### src/rtl/uart_instruction_loader.sv
// uart_instruction_loader: receives an 8N1 UART program image (LE word count, then LE words)
// and writes it word by word into instruction memory, flagging done or error stickily.
module uart_instruction_loader #(
  parameter int CLKS_PER_BIT = 868,
  parameter int MAX_WORDS    = 1024
) (
  input  logic        clk,
  input  logic        rst,
  input  logic        uart_rx,
  output logic [31:0] byte_address,
  output logic        write_enable,
  output logic [31:0] write_data,
  output logic        busy,
  output logic        load_done,
  output logic        load_error
);
  localparam int CW = $clog2(CLKS_PER_BIT);
  localparam logic [CW-1:0] LAST = CW'(CLKS_PER_BIT - 1);
  localparam logic [CW-1:0] HALF = CW'(CLKS_PER_BIT / 2 - 1);
  typedef enum logic [1:0] {RX_IDLE, RX_START, RX_DATA, RX_STOP} rx_t;
  typedef enum logic [2:0] {LEN, DATA, WRITE, DONE, ERROR} ld_t;
  logic [1:0] sync_q;
  rx_t rx_q, rx_d;
  logic [CW-1:0] cnt_q, cnt_d;
  logic [2:0] bit_q, bit_d;
  logic [7:0] sh_q, sh_d;
  logic bv_q, bv_d, fe_q, fe_d;
  ld_t st_q, st_d;
  logic [31:0] n_q, n_d, idx_q, idx_d, word_q, word_d, addr_q, addr_d, wdata_q, wdata_d;
  logic [1:0] bcnt_q, bcnt_d;
  logic [31:0] n_sh, w_sh;
  logic rx_s;
  assign rx_s = sync_q[1];
  always_comb begin
    rx_d  = rx_q;
    cnt_d = cnt_q + CW'(1);
    bit_d = bit_q;
    sh_d  = sh_q;
    bv_d  = 1'b0;
    fe_d  = 1'b0;
    case (rx_q)
      RX_IDLE: begin
        cnt_d = '0;
        if (!rx_s) rx_d = RX_START;
      end
      RX_START: if (cnt_q == HALF) begin
        cnt_d = '0;
        bit_d = '0;
        rx_d  = rx_s ? RX_IDLE : RX_DATA;
      end
      RX_DATA: if (cnt_q == LAST) begin
        cnt_d = '0;
        sh_d  = {rx_s, sh_q[7:1]};
        bit_d = bit_q + 3'd1;
        if (bit_q == 3'd7) rx_d = RX_STOP;
      end
      default: if (cnt_q == LAST) begin
        rx_d = RX_IDLE;
        bv_d = rx_s;
        fe_d = !rx_s;
      end
    endcase
  end
  // Length and data bytes shift in from the top so byte 0 lands in bits [7:0].
  assign n_sh = {sh_q, n_q[31:8]};
  assign w_sh = {sh_q, word_q[31:8]};
  always_comb begin
    st_d    = st_q;
    n_d     = n_q;
    idx_d   = idx_q;
    word_d  = word_q;
    bcnt_d  = bcnt_q;
    addr_d  = addr_q;
    wdata_d = wdata_q;
    case (st_q)
      LEN: if (bv_q) begin
        n_d    = n_sh;
        bcnt_d = bcnt_q + 2'd1;
        if (bcnt_q == 2'd3) st_d = n_sh == 32'd0 ? DONE : n_sh > 32'(MAX_WORDS) ? ERROR : DATA;
      end
      DATA: if (bv_q) begin
        word_d = w_sh;
        bcnt_d = bcnt_q + 2'd1;
        if (bcnt_q == 2'd3) begin
          st_d    = WRITE;
          addr_d  = {idx_q[29:0], 2'b00};
          wdata_d = w_sh;
        end
      end
      WRITE: begin
        idx_d = idx_q + 32'd1;
        st_d  = idx_q + 32'd1 == n_q ? DONE : DATA;
      end
      default: ;
    endcase
    if (fe_q && (st_q == LEN || st_q == DATA || st_q == WRITE)) st_d = ERROR;
  end
  always_ff @(posedge clk or posedge rst) begin
    if (rst) begin
      sync_q  <= 2'b11;
      rx_q    <= RX_IDLE;
      cnt_q   <= '0;
      bit_q   <= '0;
      sh_q    <= '0;
      bv_q    <= 1'b0;
      fe_q    <= 1'b0;
      st_q    <= LEN;
      n_q     <= '0;
      idx_q   <= '0;
      word_q  <= '0;
      bcnt_q  <= '0;
      addr_q  <= '0;
      wdata_q <= '0;
    end else begin
      sync_q  <= {sync_q[0], uart_rx};
      rx_q    <= rx_d;
      cnt_q   <= cnt_d;
      bit_q   <= bit_d;
      sh_q    <= sh_d;
      bv_q    <= bv_d;
      fe_q    <= fe_d;
      st_q    <= st_d;
      n_q     <= n_d;
      idx_q   <= idx_d;
      word_q  <= word_d;
      bcnt_q  <= bcnt_d;
      addr_q  <= addr_d;
      wdata_q <= wdata_d;
    end
  end
  assign byte_address = addr_q;
  assign write_data   = wdata_q;
  assign write_enable = st_q == WRITE;
  assign busy         = st_q == DATA || st_q == WRITE || (st_q == LEN && bcnt_q != 2'd0);
  assign load_done    = st_q == DONE;
  assign load_error   = st_q == ERROR;
endmodule

### config.mk
export PLATFORM = sky130hd
export DESIGN_NAME = uart_instruction_loader
export DESIGN_NICKNAME = d
export VERILOG_FILES = /design/src/rtl/uart_instruction_loader.sv
export SDC_FILE = /design/constraint.sdc
export NUM_CORES = 1
export LEC_CHECK = 0
export CORE_UTILIZATION = 25
export CTS_CLUSTER_DIAMETER = 50
export CTS_CLUSTER_SIZE = 25
export DETAILED_ROUTE_END_ITERATION = 12
export SLEW_MARGIN = 20
export SYNTH_ARGS = -nofsm -noshare
export SYNTH_HDL_FRONTEND = slang
export SYNTH_SLANG_ARGS = --single-unit
### constraint.sdc
create_clock -name clk -period 8.7 [get_ports clk]
set_input_delay 1.74 -clock clk [delete_from_list [all_inputs] [get_ports clk]]
set_output_delay 1.74 -clock clk [all_outputs]
set_load 0.01 [all_outputs]
==> results.md, run 1 <==
- Status: complete, no violations
- Critical Path RT: 6.96 ns
- Mapped Area: approximately 8500 um2
- Worst skew pair latency: ~0.43 ns
- Post-CTS setup buffers: 0
- PwrDens: approximately 160 nW/um2
- DR pass1 iterations: 4
- Critical Path AT: ~2.7 ns
- Met1 usage: 0.151
- Final Critical Period: roughly 4.4 ns
- Seq/Total Area, Yosys: 0.533
- Reg clk slew, reported paths: ~0.070 ns
- Core area: approximately 34,000 um2
- Slew headroom: 0.362
- Max-slew violations: 0
- CP Max Fanout: 14
- Distinct cells, synth: 60
- Final setup vio count: 0
- Synth warn: 0
- Pleak: between 0.004 and 0.005 uW
- Initial antenna violation count: 0
- Top post-synthesis cells by area: dfrtp_1 53%, mux2_2 17%, xnor2_1 5.1%
- Switching Share: 0.233
- Die area: approximately 35,000 um2
- IO buf count: 68
- P_int: approximately 1200 uW
- Layout Utilization: 0.304
- Hold Crit Depth: 0
- CTS Buffer Depth: 2
- Async set-or-reset flop fraction in the synthesized netlist: 1.00
- Starting density of the core: 0.254
- Htree depth: 4
- Area Overhead vs Synth: 19.6%
- Number of max-cap violations: 0
- Sw power: between 300 and 400 uW
- Number of I/O pins: between 70 and 80
- Total Routed Length: around 18,000 um
- Final Skew: 0.0102 ns
- CTS Root Cell: clkbuf_16
- Clock share of power: 0.466
- Hold Path Class: flop to flop
- Post-synth top flop: dfrtp_1
- First-pass GRT wire length: around 31,000 um
- Post-synthesis area per instance: 11.8 um2
- RSZ-0062 raised after global routing: false
- Largest area contributor in the netlist: dfrtp_1
- Antenna diode count: 0
- Largest net degree at the start of global routing: about 110
- Share of cells above drive strength 1: 0.223
- Mapped Cells: around 720
- Final nets: 780
- Site row count: 67
- Most used routing layer in global routing: met2
- DRC viols: 0
- Met2 usage: 0.174
- Worst r2r path cells: 8
- Synth Register Bits: about 180
- Num CTS Buffers: 17
- CTS sink cnt: between 150 and 200
- Grt total ovfl: 0
- Routed via count: approximately 5,600
- Hold Vio Cnt, Final: 0
- Routability cong.: approximately 0.86
- Die Y: ~190 um
- Least-Margin Pin Slew: around 0.96 ns
- Hold buffer count at CTS: 0
- Placed cell area: 9640 um2
- Sequential power share: 0.523
- Post-synth EDFFs: 0
- Fill cell count: around 3,400
- Final Cell Area: between 10,000 and 15,000 um2
- Vias per Instance: around 4.6
- CTS tree: done
- Post-cts sizing count: 0
- Hold Worst Slack: ~0.36 ns
- DR WL/cell: 15.0 um
- Gr usage total: 0.110
- Period utilization: 0.504
- Fmax: approximately 0.23 GHz
- Iteration-0 DRC Markers: slightly above 400
- Worst Setup End Kind: primary output
- Met3 usage: 0.0246
- Setup TNS: 0 ns
- Worst vdd ir: ~0.00012 V
- Area fraction of the dominant cell type after synthesis: 0.527
- Startpoint Class: flop
- Comb pwr share: 0.011
- Number of global-route vias before repair: roughly 5,600
- CP Class: flop to primary output
- Antenna-violating nets left: 0
- Die Wd: approximately 190 um
- Dpl hpwl: 12,900 um
-- routing by layer --
layer / vias to the layer above / part of all wire
li1: 2664 / -
met3: 18 / 0.041
met2: 124 / 0.46
met1: 2830 / 0.48
met4: 0 / 0.011
met5: - / 0
-- cells in the final DEF (no fill, tap or decap), types with 10 or more instances in the layout --
cell type | netlist | routed
inv_1 | 11 | 10
clkdlybuf4s50_1 | 0 | 68
nand4_1 | 25 | 25
xnor2_1 | 50 | 50
xor2_1 | 24 | 24
clkbuf_16 | 0 | 17
and3_1 | 10 | 10
nand2_1 | 43 | 42
a21oi_1 | 12 | 12
dfrtp_1 | 180 | 180
o21ai_0 | 10 | 10
nor2_1 | 41 | 41
mux2_2 | 127 | 127
nor4_1 | 18 | 18
nor3_1 | 13 | 13
nand3_1 | 20 | 20
-- worst max-delay path: stages, from the launching register on --
cell and delay (ns):
dfrtp_1 0.46, nor2_1 0.17, nand2_1 0.34, inv_1 0.56, clkdlybuf4s50_1 0.67
-- power groups by stage --
stage | registers, uW | clock network, uW | logic [uW]
global placement | 863 | 0 | 19.2
global route | 847 | 814 | 21.7
CTS | 847 | 779 | 19.3
finish | 847 | 756 | 17.6
detailed placement | 863 | 0 | 19.3
floorplan | 863 | 0 | 13.4
-- path summary, 6_finish.rpt --
| check | to | start | slack [ns] |
|---|---|---|---|
| max in group asynchronous | idx_q[16]$_DFFE_PP0P_ | rst | 5.28 |
| worst max-delay path | write_enable | st_q[2]$_DFFE_PP0P_ | 4.31 |
| worst min register to register | sync_q[1]$_DFF_PP1_ | sync_q[0]$_DFF_PP1_ | 0.36 |
| min in group asynchronous | bcnt_q[0]$_DFFE_PP0P_ | rst | 1.88 |
| worst max register to register | st_q[1]$_DFFE_PP0P_ | idx_q[0]$_DFFE_PP0P_ | 5.62 |
| worst min-delay path | sync_q[1]$_DFF_PP1_ | sync_q[0]$_DFF_PP1_ | 0.36 |
-- per-stage QoR --
stage               cells  total power, uW  setup slack [ns]
CTS                  1231             1640              4.32
global placement     1199              882              4.68
floorplan             725              877              2.02
global route         1231             1680              4.19
detailed placement   1199              883              4.67
finish               1231             1620              4.31
-- cell usage after synthesis, types with 9 or more instances --
cell / count
and3_1: 10
dfrtp_1: 180
nor3_1: 13
inv_1: 11
nor4_1: 18
xnor2_1: 50
clkbuf_1: 25
mux2_2: 127
xor2_1: 24
o21ai_0: 10
nand4_1: 25
nand2_1: 43
a21oi_1: 12
nand3_1: 20
nor2_1: 41
buf_2: 11
buf_1: 9
-- flip-flops by register name (all words and copies together), names as in the netlist --
register      flops
bcnt_q            2
bit_q             3
bv_q              1
byte_address     30
cnt_q            10
fe_q              1
idx_q            32
n_q              32
rx_q              2
sh_q              8
st_q              3
sync_q            2
word_q           24
write_data       32
-- logic make-up after synthesis --
kind of cell,share of synthesized area
AO/OA/AOI/OAI,0.0446
XOR/XNOR,0.0758
adder cells (fa/ha/maj),0.0102
buffers and inverters,0.0288
flip-flops,0.533
multiplexers,0.174
other,0.000439
AND/OR/NAND/NOR,0.133
-- layout make-up --
class                      count  area, um2  share of cell area
inverter                      11       46.3             0.00453
timing repair buffer          74        726              0.0710
clock inverter                13        128              0.0125
multi-input combinational    484       3750               0.367
sequential                   182       4560               0.446
clock buffer                  19        453              0.0443
tap                          448        561              0.0548
(Power assumes the default switching activity.)
==> run 2: changes to the inputs <==
clock period = 4.4 ns   (was 8.7 ns; I/O delays follow)
==> run 2 against run 1 <==
Compared with the run above: power up 100%; critical path type unchanged; flip-flop and latch count unchanged; sequential power up 97%; largest cell class unchanged; final cell count up 0.24%; worst hold slack better by 0.0038 ns; utilization up 0.19 points; routed wire length up 2.7%; critical endpoint unchanged; setup slack worse by 3.1 ns; clock skew up 0.0031 ns; global-route usage up 0.18 points; first-iteration DRC count down 21%.
==> results.md, run 2 (synthesis gave the netlist of run 1 again) <==
- Final Cell Area: 10,300 um2 (+0.64%)
- Max-slew violations: 0 (unchanged)
- Period utilization: 0.723
- Die Wd: 187 um (unchanged)
- Final nets: 783 (+0.38%)
- Least-Margin Pin Slew: 0.786 ns (-0.171 ns)
- M1 WL: 9050 um (+1.2%)
- Number of I/O pins: 71 (unchanged)
- Reg2reg setup slack: 1.35 ns (-4.27 ns)
- CTS Root Cell: clkbuf_16
- Number of global-route vias before repair: 5,648 (+0.11%)
- DRC viols: 0 (unchanged)
- Routed met2 length: 8770 um (+2.5%)
- Status: complete, no violations
- Core area: 33,600 um2 (unchanged)
- Final setup vio count: 0 (unchanged)
- CP Class: flop to primary output
- Die Y: 187 um (unchanged)
- Site row count: 67 (unchanged)
- Largest net degree at the start of global routing: 66 (-38%)
- CP Max Fanout: 11 (-3)
- CP Capture Point: write_enable
- Worst reg2reg startpoint: idx_q[0]$_DFFE_PP0P_
- Reg clk slew, reported paths: 0.07 ns (about the same)
- Hold Vio Cnt, Final: 0 (unchanged)
- Critical Path AT: 2.30 ns (-0.35 ns)
- Die area: 34,900 um2 (unchanged)
- Worst skew pair latency: 0.44 ns (about the same)
- Pleak: 0.00464 uW (+0.76%)
- Post-cts sizing count: 0 (unchanged)
- Slew headroom: 0.475 (+0.113)
- Worst Setup End Kind: primary output
- Startpoint Class: flop
- Gr usage total: 0.112 (+0.00182)
- Worst Setup SP: st_q[0]$_DFFE_PP0P_
- Routed via count: 5,629 (-0.12%)
- Hold Path Class: flop to flop
- CTS Buffer Depth: 2 (unchanged)
- Worst r2r dst: st_q[1]$_DFFE_PP0P_
- Number of max-cap violations: 0 (unchanged)
- Vias per Instance: 4.56 (-0.37%)
- Dpl hpwl: 13,300 um (+3.1%)
- Met3 routed WL: 935 um (+23%)
- CTS sink cnt: 182 (unchanged)
- Placed cell area: 9690 um2 (+0.48%)
- Post-CTS setup buffers: 0 (unchanged)
- First-pass GRT wire length: 31,100 um (+0.60%)
- Area Overhead vs Synth: 20.3%
- DR pass1 iterations: 4 (unchanged)
- Worst r2r path cells: 8 (unchanged)
- Worst vdd ir: 0.000267 V (+120%)
- Starting density of the core: 0.254 (unchanged)
- IO buf count: 68 (unchanged)
- CTS tree: done
- Grt total ovfl: 0 (unchanged)
- Routability cong.: 0.868 (+1.2%)
- Critical Path RT: 3.52 ns (-3.44 ns)
- Num CTS Buffers: 17 (unchanged)
- Most common cell after layout, fill and taps aside: dfrtp_1
- Fmax: between 0.3 and 0.4 GHz
- Highest Signal Layer: met4
- RSZ-0062 raised after global routing: false
- Iteration-0 DRC Markers: 318 (-21%)
- Setup TNS: 0 ns (unchanged)
- Total Routed Length: 19,000 um (+2.7%)
- Final Critical Period: roughly 3.2 ns
- Share of cells above drive strength 1: 0.226 (+0.00296)
- PwrDens: 316 nW/um2 (+100%)
- Htree depth: 4 (unchanged)
- Final Skew: 0.0133 ns (+0.00310 ns)
- Antenna-violating nets left: 0 (unchanged)
- Initial antenna violation count: 0 (unchanged)
- Hold buffer count at CTS: 0 (unchanged)
- Commonest cells after routing, fill and taps aside: 180 x dfrtp_1, 127 x mux2_2, 68 x clkdlybuf4s50_1, 50 x xnor2_1, 42 x nand2_1
- DR WL/cell: 15.4 um (+2.4%)
- Antenna diode count: 0 (unchanged)
## run 2: stage by stage
step | instances | hold WS (ns) | util | power, uW | setup slack (ns)
final | 1234 | 0.361 | 0.306 | 3250 | 1.22
after global routing | 1234 | 0.363 | 0.306 | 3380 | 1.11
after CTS | 1234 | 0.362 | 0.306 | 3300 | 1.20
after detailed placement | 1202 | 0.351 | 0.288 | 1750 | 1.35
after global placement | 1202 | 0.347 | 0.288 | 1750 | 1.46
after floorplan | 725 | 0.345 | - | 1730 | 1.19
## run 2: cell type report
| cell class | count | area [um2] |
|---|---|---|
| fillers | 3407 | 23300 |
| flip-flops and latches | 182 | 4560 |
| multi-input cells | 484 | 3750 |
| repair buffers | 77 | 773 |
| well taps | 448 | 561 |
| clock buffers | 17 | 425 |
| clock inverters | 15 | 174 |
| inverters | 11 | 45.0 |
## run 2: layer usage
| metal | vias up | track usage |
|---|---|---|
| met4 | 0 | 0.0262 |
| met5 | - | 0 |
| li1 | 2681 | - |
| met2 | 106 | 0.177 |
| met1 | 2823 | 0.151 |
| met3 | 19 | 0.0308 |
## run 2: worst min path at each step
stage | cells after the start | endpoint | slack [ns] | from
3_3_place_gp | 0 | sync_q[1]$_DFF_PP1_ | 0.35 | sync_q[0]$_DFF_PP1_
2_1_floorplan | 0 | sync_q[1]$_DFF_PP1_ | 0.35 | sync_q[0]$_DFF_PP1_
3_5_place_dp | 0 | sync_q[1]$_DFF_PP1_ | 0.35 | sync_q[0]$_DFF_PP1_
5_1_grt | 0 | sync_q[1]$_DFF_PP1_ | 0.36 | sync_q[0]$_DFF_PP1_
4_1_cts | 0 | sync_q[1]$_DFF_PP1_ | 0.36 | sync_q[0]$_DFF_PP1_
6_report | 0 | sync_q[1]$_DFF_PP1_ | 0.36 | sync_q[0]$_DFF_PP1_
## run 2: where the power goes
group          internal [uW]  switching, uW
Combinational           6.04           33.9
Clock                    816            725
Sequential              1670          0.799
## run 2: worst max-delay path, cell delays in order, from the launching register on
cell and delay [ns]:
dfrtp_1 0.48, nor2_1 0.18, nand2_1 0.41, inv_1 0.23
clkdlybuf4s50_1 0.57
